**config.mk**
```make
export PLATFORM = sky130hd
export DESIGN_NAME = shift_unit_iter
export DESIGN_NICKNAME = d
export VERILOG_FILES = /design/src/rtl/shift_unit_iter.sv
export SDC_FILE = /design/constraint.sdc
export NUM_CORES = 1
export LEC_CHECK = 0
export CORE_MARGIN = 5
export CORE_UTILIZATION = 47
export CTS_CLUSTER_DIAMETER = 80
export DETAILED_ROUTE_END_ITERATION = 7
export GPL_ROUTABILITY_DRIVEN = 0
export PLACE_DENSITY = 0.76
export SKIP_CTS_REPAIR_TIMING = 1
export SLEW_MARGIN = 25
export SYNTH_ARGS = -nofsm -noshare
export SYNTH_HDL_FRONTEND = slang
export SYNTH_SLANG_ARGS = --single-unit
```
**constraint.sdc**
```tcl
create_clock -name clock -period 1.75 [get_ports clock]
set_clock_uncertainty 0.15 [all_clocks]
set_input_delay 0.35 -clock clock [delete_from_list [all_inputs] [get_ports clock]]
set_output_delay 0.35 -clock clock [all_outputs]
set_load 0.02 [all_outputs]
```
**src/rtl/shift_unit_iter.sv**
```systemverilog
// shift_unit_iter: iterative shifter/rotator that applies one 1-bit step per
// clock. The operand, count and op are latched on an accepted start, so later
// input changes do not affect the operation in flight.
//
// Ports:
//   clock     - single clock; all state updates on the rising edge
//   clear     - synchronous, active-high reset
//   start     - request an operation; sampled only in IDLE
//   op        - 000 SHR, 001 SHRA, 010 SHL, 011 ROR, 100 ROL (others: no shift)
//   Ra        - operand
//   shift_amt - shift count 0..31
//   busy      - high whenever the unit is not IDLE
//   done      - one-cycle pulse; result is valid
//   result    - final value; held until the next operation completes
module shift_unit_iter #(
  parameter int unsigned WIDTH = 32
) (
  input  logic             clock,
  input  logic             clear,
  input  logic             start,
  input  logic [2:0]       op,
  input  logic [WIDTH-1:0] Ra,
  input  logic [4:0]       shift_amt,
  output logic             busy,
  output logic             done,
  output logic [WIDTH-1:0] result
);

  localparam logic [1:0] IDLE  = 2'd0;
  localparam logic [1:0] SHIFT = 2'd1;
  localparam logic [1:0] DONE  = 2'd2;

  localparam logic [2:0] OP_SHR  = 3'b000;
  localparam logic [2:0] OP_SHRA = 3'b001;
  localparam logic [2:0] OP_SHL  = 3'b010;
  localparam logic [2:0] OP_ROR  = 3'b011;
  localparam logic [2:0] OP_ROL  = 3'b100;

  logic [1:0]       state;
  logic [WIDTH-1:0] work;
  logic [WIDTH-1:0] work_step;
  logic [4:0]       count;
  logic [2:0]       op_reg;
  logic             op_legal;

  assign op_legal = (op <= OP_ROL);
  assign busy     = (state != IDLE);
  assign done     = (state == DONE);

  // One 1-bit step of the latched operation.
  always_comb begin
    work_step = work;
    case (op_reg)
      OP_SHR:  work_step = {1'b0, work[WIDTH-1:1]};
      OP_SHRA: work_step = {work[WIDTH-1], work[WIDTH-1:1]};
      OP_SHL:  work_step = {work[WIDTH-2:0], 1'b0};
      OP_ROR:  work_step = {work[0], work[WIDTH-1:1]};
      OP_ROL:  work_step = {work[WIDTH-2:0], work[WIDTH-1]};
      default: work_step = work;
    endcase
  end

  // result is loaded only on the edge that enters DONE, so intermediate
  // work values never appear on the output.
  always_ff @(posedge clock) begin
    if (clear) begin
      state  <= IDLE;
      work   <= '0;
      count  <= '0;
      op_reg <= '0;
      result <= '0;
    end else begin
      case (state)
        IDLE: begin
          if (start) begin
            work   <= Ra;
            count  <= shift_amt;
            op_reg <= op;
            if ((shift_amt != 5'd0) && op_legal) begin
              state <= SHIFT;
            end else begin
              state  <= DONE;
              result <= Ra;
            end
          end
        end
        SHIFT: begin
          work  <= work_step;
          count <= count - 5'd1;
          if (count == 5'd1) begin
            state  <= DONE;
            result <= work_step;
          end
        end
        DONE:    state <= IDLE;
        default: state <= IDLE;
      endcase
    end
  end

endmodule

```
* Word level (Yosys, flattened, before mapping) *
Cells that the tools add are included.

word-level totals
  latch bits = 0
  memory bits (read-only) = 0
  output and inout port bits = 34
  input port bits = 43
  memories = 0
  bits in registers = 74
  word-level logic and storage cells = 40
  RAM bits = 0

cells by class
  magnitude comparators = 1
  bitwise logic cells = 0
  divide/modulo/power cells = 0
  equality and inequality tests = 10
  muxes and demuxes = 13
  reduce and logical (&&, ||, !) cells = 10
  $add $sub $neg = 1
  multiply operators = 0
  shift operators = 0

operators by type and width
  kind                                                                number
  32-bit case mux with 5 select lines                                 1
  32-bit two-way mux                                                  4
  32-bit case mux with 2 select lines                                 2
  5-bit case mux with 2 select lines                                  1
  3-bit by 2-bit == test with 1-bit output, second input constant     2
  2-bit two-way mux                                                   3
  2-bit != test, second input constant                                3
  2-bit AND reduction                                                 3
  5-bit by 1-bit == test with 1-bit output, second input constant     1
  5-bit two-way mux                                                   1
  5-bit nonzero test                                                  1
  5-bit by 1-bit subtractor with 5-bit output, second input constant  1
  2-bit case mux with 2 select lines                                  1
  4-bit AND reduction                                                 1
  2-bit nonzero test                                                  2
  3-bit by 1-bit == test with 1-bit output, second input constant     1
  3-bit == test, second input constant                                1
  3-bit <= comparator, second input constant                          1
  3-bit logical NOT                                                   1
  2-bit by 1-bit == test with 1-bit output, second input constant     1
  2-bit == test, second input constant                                1
  2-bit logical NOT                                                   1
  1-bit logical AND                                                   1

* Longest topological paths before layout *
Gate-level depths: netlist of the first run.

  depth after elaboration = 5
  gate-level depth with buffers = 9
  gate-level depth less buffers = 7

* Least setup slack after synthesis of the first run *
No wires, ideal clock.

  path type = reg2reg
  start = register count[0]
  end = register result[10]
  library setup time = 0.070 ns
  path slack = -0.064 ns
  data required time = 1.530 ns
  arrival = 1.594 ns
  path buffers = 2
  cell stages (with the launch flop) = 9
  clock period less this slack = 1.814 ns
  cell sequence = dfxtp_1 ha_1 or4b_1 nor2_1 a21o_1 buf_4 buf_6 nand2_1 a21oi_1

on the way
  cells in the longest elaborated chain, start to end = 3

RTL lines
  what                                      RTL line  text
  start, declared                           42        logic [4:0] count;
  start signal, assigned                    77        count <= shift_amt;
  start signal, assigned                    89        count <= count - 5'd1;
  5-bit by 1-bit == test with 1-bit output  90        if (count == 5'd1) begin
  2-bit != test (no line)                   --
  4-bit AND reduction (no line)             --
  end signal, assigned                      83        result <= Ra;
  end signal, assigned                      92        result <= work_step;
  end, declared                             26        output logic [WIDTH-1:0] result

No other way between the ends.
A chain may end at the register's enable or synchronous reset.

* Worst setup path in the final report of the first run *
  start = register count[1]
  end = register result[1]

The elaborated chain is that of the path after synthesis.

==> parameters.txt, run 1 <==
Parameter                              Value

Synthesis
  Number of synthesis warnings ... 0
  Share of the yosys chip area belonging to registers ... 37.6%
  Number of nets in the synthesized netlist ... around 570
  Syn Inst Count ... approximately 530
  Distinct cell type count of the synthesized netlist ... 39
  Syn Area/Cell ... ~7.4 um^2
  Main flop type after synthesis ... dfxtp_1
  Fraction of synthesis flops using an asynchronous set or reset pin ... 0%
  Post-synthesis instance area ... 3940 um^2
  Post-synth EDFFs ... 0
  Flop and latch count out of synthesis ... 74

Timing
  RSZ-0062 raised after global routing ... true
  Min Hold Slack ... 0.170 ns
  Count of final hold-check violations ... 0
  Headroom to the max-slew limit ... 59.9%
  Final number of setup-violating endpoints ... 42
  Transition time at the pin with the least slew margin ... about 0.6 ns
  Setup WS post-layout ... -0.199 ns
  Max Transition Viols Final ... 0
  Clock period minus worst slack ... approximately 2 ns
  Post-Route Setup TNS ... -4.83 ns
  Highest attainable clock frequency ... roughly 0.5 GHz
  Period Utilization, post-route ... 111%

Drt
  Post-detailed-route count of antenna-violating nets ... 0
  Total Wirelength ... 14,400 um
  Routed wirelength normalized by instance count ... just under 20 um
  Post-DR vias/cell ... 6.19
  DRC ... 0
  Vias post-DR ... 4,572
  Initial detailed-routing violation count ... between 300 and 400
  Length of the first detailed-routing pass in iterations ... 5

Clock network
  Maximum clock path buffer count ... 2
  Number of clock sinks ... between 70 and 80
  Depth of the CTS H-tree ... 3
  TritonCTS Buffers ... 9
  Cell chosen for the clock root ... clkbuf_8
  Clock tree from TritonCTS ... yes
  Worst-skew pair later-pin latency ... ~0.37 ns
  Clock slew seen by the registers of the worst setup and hold paths ... around 0.080 ns

Pwr
  Overall Power ... between 5 and 6 mW
  Reported leakage power ... between 2 and 3 nW
  Pwr dens ... approximately 850 nW/um^2
  Proportion of power drawn by flip-flops and latches ... approximately 37%
  Internal power of the cells ... between 3 and 4 mW
  VDD IR max ... about 0.5 mV
  Switching Power ... approximately 1.9 mW
  Share of power burned in the clock network ... 26.1%
  Switching Share ... about a third
  Share of power burned in combinational logic ... between 30% and 40%

Layout
  Area growth, synth to finish ... 59.3%
  Cell area after layout ... 6270 um^2
  Final cell count without fillers ... 739
  Diodes inserted ... 0
  Share of final-layout standard cells stronger than drive strength 1 ... a little under a third
  Top flop regs ... result x32, work x32, count x5
  Final core utilization ... between 70% and 80%
  Total Nets Final ... a little under 700

Global routing
  Largest net degree at the start of global routing ... around 40
  Global-route wire length before repair ... 18,600 um
  Leftover overflow at the end of global routing ... 0
  Number of antenna violations at the first check in global routing ... 0
  Number of global-route vias before repair ... just over 4,000
  Total GRT Usage ... 22.3%

Status
  Violated checks ... setup timing
  Status ... finished with violations

Floorplan
  Starting density of the core ... 48.2%
  Floorplan die area ... slightly above 10,000 um^2
  I/O pin cnt ... 77
  Std-Cell Core Area ... between 8000 and 9000 um^2
  Height of the chip ... approximately 100 um
  Die boundary width ... just over 100 um
  Placement Rows ... 33

Min path
  Depth of the worst hold-timing path ... 3
  Hold crit path type ... input pin to register

Critical path
  Depth of the worst register-to-register path ... 8
  Critical Path RT ... 1.90 ns
  Biggest cell delay along the critical path ... approximately 0.48 ns
  Critical-path cell with the highest stage delay ... or4b_4
  Worst setup endpoint ... result[1]$_SDFFE_PP0P_
  Cell-by-cell trace of the critical path ... inv_2 > ha_4 > or4b_4 > nor2_4 > a21o_4 > clkbuf_16 > nand2_1 > a21oi_1
  Worst setup path startpoint ... count[1]$_SDFFE_PP0P_
  Reg2reg start ... count[1]$_SDFFE_PP0P_
  Largest fanout on the critical path ... 11
  Crit end category ... register
  Startpoint-to-endpoint class of the critical path ... register to register
  Critical Path Source Type ... register
  R2r setup slk ... -0.20 ns
  End of the worst register-to-register path ... result[1]$_SDFFE_PP0P_
  Worst EP arrival ... 2.10 ns

Placed design
  Setup Slack @ Placement ... -0.684 ns
  Cell total after placement ... 697
  Port Buffer Count ... 76
  Total placed instance area ... approximately 5000 um^2
  Post-DP HPWL ... between 7000 and 8000 um

Job
  Number of maximum-capacitance violations ... 0
-- synthesized netlist by cell type (all sizes together) (2+ instances only) --
library cell  number  area (um^2)
o21ai              4         23.8
nor3               3         15.0
mux2i              4         40.0
nand2            123          462
o22ai              2         12.5
a21oi             68          340
nor4              28          175
inv                3         11.3
dfxtp             74         1480
or3                2         12.5
buf               22          148
mux2               2         22.5
nand2b            30          188
nor2b              3         18.8
nor2              48          183
clkbuf            31          116
a211oi            39          298
o32ai             28          245
ha                 2         25.0
-- cell usage in the layout, fill, tap and decap left out, drive strengths merged, types with 28 or more instances in the layout --
| cell | instances |
|---|---|
| a211oi | 39 |
| dlymetal6s2s | 38 |
| nor4 | 28 |
| dfxtp | 74 |
| buf | 60 |
| o32ai | 28 |
| nand2 | 123 |
| nand2b | 30 |
| a21oi | 68 |
| nor2 | 48 |
| clkdlybuf4s50 | 37 |
-- how the worst min path moves through the flow --
stage                                       start                      end  slack, ns
after floorplan             count[4]$_SDFFE_PP0P_    count[4]$_SDFFE_PP0P_       0.29
after global placement    result[27]$_SDFFE_PP0P_  result[27]$_SDFFE_PP0P_       0.29
after detailed placement  result[17]$_SDFFE_PP0P_  result[17]$_SDFFE_PP0P_       0.30
after CTS                                   clear    state[0]$_SDFFE_PP0P_       0.28
after global routing                 shift_amt[3]    count[3]$_SDFFE_PP0P_       0.23
final                                shift_amt[3]    count[3]$_SDFFE_PP0P_       0.17
-- final cells by class --
type	instances	area, um^2
Timing Repair Buffer	141	1660
Fill cell	571	1900
Clock inverter	6	66.3
Inverter	3	11.3
Tap cell	105	131
Clock buffer	10	138
Sequential cell	74	1500
Multi-Input combinational cell	400	2770
-- worst max-delay path, delay by kind of cell, from the launching register on --
kind	cells	cell delay [ns]
AO/OA/AOI/OAI	2	0.36
AND/OR/NAND/NOR	3	0.66
flip-flops	1	0.33
adder cells (fa/ha/maj)	1	0.11
buffers and inverters	2	0.27
-- logic make-up (layout without fill, tap and decap cells) --
family / count (synthesis) / in the layout / synth area share (%)
fa+ha+maj: 2 / 2 / 0.635
mux: 6 / 6 / 1.59
buf+inv: 56 / 160 / 6.99
simple gates: 243 / 243 / 27.8
compound gates: 146 / 146 / 24.4
flops: 74 / 74 / 37.6
xor+xnor: 2 / 3 / 0.921
-- power by group through the flow --
| stage | clock [mW] | combinational (mW) | sequential [mW] |
|---|---|---|---|
| final | 1.40 | 1.95 | 2.00 |
| after CTS | 1.39 | 1.43 | 1.98 |
| after detailed placement | 0 | 1.42 | 2.01 |
| after floorplan | 0 | 0.817 | 2.05 |
| after global routing | 1.48 | 2.07 | 2.02 |
| after global placement | 0 | 1.39 | 2.01 |
-- layer usage --
layer / share of wire (%) / track usage (%) / vias up / wire [um]
met5: 0 / 0 / - / 0
met4: 4.7 / 8.59 / 0 / 669
met3: 8.2 / 4.13 / 58 / 1180
met2: 50 / 36.5 / 270 / 7170
met1: 37 / 29.2 / 2163 / 5350
li1: - / - / 2081 / -
Power figures use the tool's default switching activity.
==> run 2: changes to the inputs <==
Settings changed: CORE_UTILIZATION 47 to 50, PLACE_DENSITY 0.76 to 0.78.
Clock period 1.75 ns to 2.2 ns, I/O delays scaled along.
==> run 2 against run 1 <==
Compared with the run above:
- the flow now finishes without violations
- combinational power down 46%
- largest power group unchanged
- final area shrank 20%
- utilization fell by 11 points
==> parameters.txt, run 2 (synthesized netlist as in run 1, its figures left out) <==
Parameter                              Value

Pwr
  VDD IR max ... ~0.37 mV
  Pwr dens ... roughly 760 nW/um^2
  Reported leakage power ... about 1.7 nW
  Overall Power ... around 3.8 mW

Critical path
  Critical Path RT ... between 2 and 2.5 ns
  Critical Path Source Type ... input pin
  Worst EP arrival ... 2.25 ns
  Largest fanout on the critical path ... 34
  Startpoint-to-endpoint class of the critical path ... input pin to register
  Crit end category ... register

Clock network
  Maximum clock path buffer count ... 2
  Clock tree from TritonCTS ... yes
  Cell chosen for the clock root ... clkbuf_8
  Depth of the CTS H-tree ... 3
  TritonCTS Buffers ... 9
  Clock slew seen by the registers of the worst setup and hold paths ... ~0.080 ns
  Number of clock sinks ... 74
  Worst-skew pair later-pin latency ... 0.35 ns

Floorplan
  Floorplan die area ... about 10000 um^2
  I/O pin cnt ... between 70 and 80
  Placement Rows ... 32
  Std-Cell Core Area ... between 7000 and 8000 um^2
  Starting density of the core ... approximately 50%
  Die boundary width ... approximately 100 um
  Height of the chip ... just under 100 um

Timing
  Final number of setup-violating endpoints ... 0
  Transition time at the pin with the least slew margin ... roughly 0.8 ns
  Post-Route Setup TNS ... 0 ns
  Clock period minus worst slack ... roughly 2.1 ns
  Min Hold Slack ... between 0.2 and 0.3 ns
  Count of final hold-check violations ... 0
  Highest attainable clock frequency ... roughly 0.47 GHz
  Max Transition Viols Final ... 0
  Headroom to the max-slew limit ... approximately 46%
  Setup WS post-layout ... slightly above 0.07 ns
  Period Utilization, post-route ... between 90% and 100%

Global routing
  Total GRT Usage ... between 20% and 30%
  Number of global-route vias before repair ... between 3,000 and 4,000
  Number of antenna violations at the first check in global routing ... 0
  Largest net degree at the start of global routing ... between 70 and 80
  Leftover overflow at the end of global routing ... 0
  Global-route wire length before repair ... between 15,000 and 20,000 um

Layout
  Top flop regs ... result x32, work x32, count x5
  Diodes inserted ... 0
  FF/Latch Area ... ~1500 um^2
  Total Nets Final ... 626
  Final cell count without fillers ... between 600 and 700
  Area growth, synth to finish ... 27.6%
  Most common library cell in the layout ignoring fill and taps ... nand2_1
  # fillers ... around 670
  Most frequent cells in the layout ... 123 x nand2_1, 75 x clkdlybuf4s50_1, 71 x dfxtp_1, 67 x a21oi_1, 46 x nor2_1
  Area of the multi-input gates ... 2200 um^2
  Share of final-layout standard cells stronger than drive strength 1 ... about 8.2%

Min path
  Hold crit path type ... register to register

Drt
  Initial detailed-routing violation count ... around 330
  Total Wirelength ... between 10,000 and 15,000 um
  Post-DR vias/cell ... around 6
  DRC ... 0
  Vias post-DR ... about 4,100
  Post-detailed-route count of antenna-violating nets ... 0
  Length of the first detailed-routing pass in iterations ... 5
  Routed wirelength normalized by instance count ... between 15 and 20 um

Placed design
  Cell total after placement ... 671
  Setup Slack @ Placement ... -0.283 ns
  Port Buffer Count ... between 70 and 80
  Post-DP HPWL ... between 6000 and 7000 um

Job
  Number of maximum-capacitance violations ... 0

Status
  Status ... finished, final reports clean
run 2: worst paths after layout:
| check | start | end | slack, ns | depth (start not counted) |
|---|---|---|---|---|
| setup / recovery | shift_amt[3] | result[15]$_SDFFE_PP0P_ | 0.07 | 7 |
| hold / removal | result[26]$_SDFFE_PP0P_ | result[26]$_SDFFE_PP0P_ | 0.30 | 2 |
| setup reg to reg | count[1]$_SDFFE_PP0P_ | result[15]$_SDFFE_PP0P_ | 0.15 | 8 |
| hold reg to reg | result[26]$_SDFFE_PP0P_ | result[26]$_SDFFE_PP0P_ | 0.30 | 2 |
run 2: critical path, cell delays in order:
cell and delay (ns):
clkdlybuf4s50_1 0.41, or4_1 0.54, o21ai_2 0.20, a21o_1 0.19, buf_12 0.20, nor2_1 0.06, a211oi_1 0.21
run 2: layer usage:
| metal | up-vias | global-route usage [%] | share of wire, % | wire length (um) |
|---|---|---|---|---|
| met5 | - | 0 | 0 | 0 |
| met4 | 0 | 7.14 | 1.7 | 180 |
| met3 | 17 | 4.95 | 6.1 | 658 |
| met2 | 171 | 37.3 | 49 | 5260 |
| met1 | 1895 | 27.6 | 43 | 4690 |
| li1 | 1990 | - | - | - |
run 2: final cells by class:
class | instances | area share [%]
clock buffer | 11 | 2.81
clock inverter | 5 | 1.54
inverter | 3 | 0.224
multi-input combinational | 399 | 43.8
sequential | 74 | 29.6
tap | 102 | 2.54
timing repair buffer | 94 | 19.5
run 2: metrics by stage:
| stage | util [%] | area (um^2) |
|---|---|---|
| 2_1_floorplan | - | 3940 |
| 3_3_place_gp | 62.3 | 4790 |
| 3_5_place_dp | 62.3 | 4790 |
| 4_1_cts | 65.2 | 5010 |
| 5_1_grt | 65.4 | 5020 |
| 6_report | 65.4 | 5020 |
run 2: where the power goes:
part / switching [mW] / internal (mW) / total, mW
Clock: 0.526 / 0.666 / 1.19
Sequential: 0.112 / 1.47 / 1.58
Combinational: 0.577 / 0.471 / 1.05
Total: 1.22 / 2.60 / 3.82
==> run 3: changes to the inputs <==
Settings changed: MAX_ROUTING_LAYER set to met4.
==> run 3 against run 2 <==
Compared with the run above:
- sequential power about the same
- fmax hardly changed
- via count shrank 1.1%
- global-route usage rose by 0.68 points
- clock-buffer cell count stayed put
- critical path type unchanged
- final area unchanged
==> parameters.txt, run 3 (synthesized netlist as in run 1, its figures left out) <==
Parameter                              Value

Critical path
  Reg2reg start ... count[1]$_SDFFE_PP0P_
  Worst setup endpoint ... result[15]$_SDFFE_PP0P_
  Startpoint-to-endpoint class of the critical path ... input pin to register
  R2r setup slk ... approximately 0.15 ns
  Crit end category ... register
  Worst EP arrival ... 2.25 ns
  Worst setup path startpoint ... shift_amt[3]
  Depth of the worst register-to-register path ... 8
  Critical Path Source Type ... input pin
  End of the worst register-to-register path ... result[15]$_SDFFE_PP0P_
  Critical Path RT ... 2.32 ns
  Largest fanout on the critical path ... 34

Placed design
  Post-DP HPWL ... 6850 um
  Port Buffer Count ... 76
  Total placed instance area ... 4790 um^2
  Setup Slack @ Placement ... -0.283 ns

Timing
  Period Utilization, post-route ... between 90 and 100%
  Setup WS post-layout ... 0.0685 ns
  Min Hold Slack ... 0.300 ns
  Highest attainable clock frequency ... ~0.47 GHz
  Clock period minus worst slack ... around 2.1 ns
  Count of final hold-check violations ... 0
  Final number of setup-violating endpoints ... 0
  Headroom to the max-slew limit ... a little under half
  Max Transition Viols Final ... 0
  Transition time at the pin with the least slew margin ... about 0.81 ns

Drt
  Total Wirelength ... ~11,000 um
  Vias post-DR ... ~4,000
  Initial detailed-routing violation count ... approximately 360
  Post-DR vias/cell ... about 5.9
  Length of the first detailed-routing pass in iterations ... 5
  Routed wirelength normalized by instance count ... about 16 um
  Post-detailed-route count of antenna-violating nets ... 0
  DRC ... 0

Layout
  Most frequent cells in the layout ... 123 x nand2_1, 75 x clkdlybuf4s50_1, 71 x dfxtp_1, 67 x a21oi_1, 46 x nor2_1
  Cell area after layout ... approximately 5000 um^2
  Share of final-layout standard cells stronger than drive strength 1 ... under 10%
  # fillers ... about 670
  Final core utilization ... between 60% and 70%
  Top flop regs ... result x32, work x32, count x5
  Total Nets Final ... roughly 630
  Most common library cell in the layout ignoring fill and taps ... nand2_1
  Diodes inserted ... 0
  Area growth, synth to finish ... 27.6%

Global routing
  Leftover overflow at the end of global routing ... 0
  Number of antenna violations at the first check in global routing ... 0
  Largest net degree at the start of global routing ... 75
  Total GRT Usage ... between 20% and 30%
  Number of global-route vias before repair ... a little under 4,000
  Global-route wire length before repair ... 18,100 um

Floorplan
  I/O pin cnt ... 77
  Starting density of the core ... roughly half
  Placement Rows ... 32
  Std-Cell Core Area ... 7690 um^2
  Die boundary width ... about 99 um
  Floorplan die area ... around 9800 um^2
  Height of the chip ... 98.8 um

Clock network
  TritonCTS Buffers ... 9
  Cell chosen for the clock root ... clkbuf_8
  Maximum clock path buffer count ... 2
  Number of clock sinks ... 74
  Clock slew seen by the registers of the worst setup and hold paths ... approximately 0.08 ns
  Depth of the CTS H-tree ... 3
  Clock tree from TritonCTS ... yes
  Worst-skew pair later-pin latency ... approximately 0.35 ns

Pwr
  Overall Power ... ~3.8 mW
  Proportion of power drawn by flip-flops and latches ... 41.3%
  VDD IR max ... 0.371 mV
  Internal power of the cells ... between 2 and 3 mW
  Share of power burned in combinational logic ... 27.5%
  Pwr dens ... between 700 and 800 nW/um^2
  Reported leakage power ... roughly 1.7 nW
  Share of power burned in the clock network ... a little under a third
  Switching Share ... roughly a third
  Switching Power ... around 1.2 mW

Min path
  Hold crit path type ... register to register
  Worst hold path startpoint ... result[26]$_SDFFE_PP0P_

Status
  Status ... finished, final reports clean

Job
  Number of maximum-capacitance violations ... 0
## run 3: cell counts in the layout (fill, tap and decap cells not counted)
No cell type changed its count.
## run 3: power by group through the flow
stage / clock (mW) / combinational [mW] / sequential (mW)
floorplan: 0 / 0.648 / 1.63
global placement: 0 / 1.02 / 1.60
detailed placement: 0 / 1.04 / 1.60
CTS: 1.20 / 1.04 / 1.57
global route: 1.26 / 1.15 / 1.59
finish: 1.19 / 1.05 / 1.58
## run 3: per-stage QoR
stage          instances  setup TNS (ns)
2_1_floorplan        529               0
5_1_grt              688        -0.00881
3_3_place_gp         671           -5.24
6_report             688               0
3_5_place_dp         671           -6.55
4_1_cts              687               0
## run 3: how the worst min path moves through the flow
stage,depth (start not counted),endpoint,slack [ns]
finish,2,result[26]$_SDFFE_PP0P_,0.30
global route,2,result[29]$_SDFFE_PP0P_,0.32
CTS,2,result[26]$_SDFFE_PP0P_,0.31
detailed placement,2,result[26]$_SDFFE_PP0P_,0.29
global placement,2,result[27]$_SDFFE_PP0P_,0.29
floorplan,1,count[4]$_SDFFE_PP0P_,0.29
## run 3: area by class of cell
cell class / count / area [um^2] / share of cell area, %
multi-input cells: 399 / 2200 / 43.8
clock inverters: 5 / 77.6 / 1.54
clock buffers: 11 / 141 / 2.81
well taps: 102 / 128 / 2.54
repair buffers: 94 / 978 / 19.5
inverters: 3 / 11.3 / 0.224
flip-flops and latches: 74 / 1490 / 29.6
## run 3: critical path, stage by stage
cell	delay, ns
clkdlybuf4s50_1	0.41
or4_1	0.54
o21ai_2	0.20
a21o_1	0.19
buf_12	0.20
nor2_1	0.06
a211oi_1	0.22
## run 3: routing by layer
metal,global-route usage [%],share of wire (%)
met2,37.3,48
met1,27.9,44
met3,4.74,6.2
met5,-,0
met4,7.14,1.7
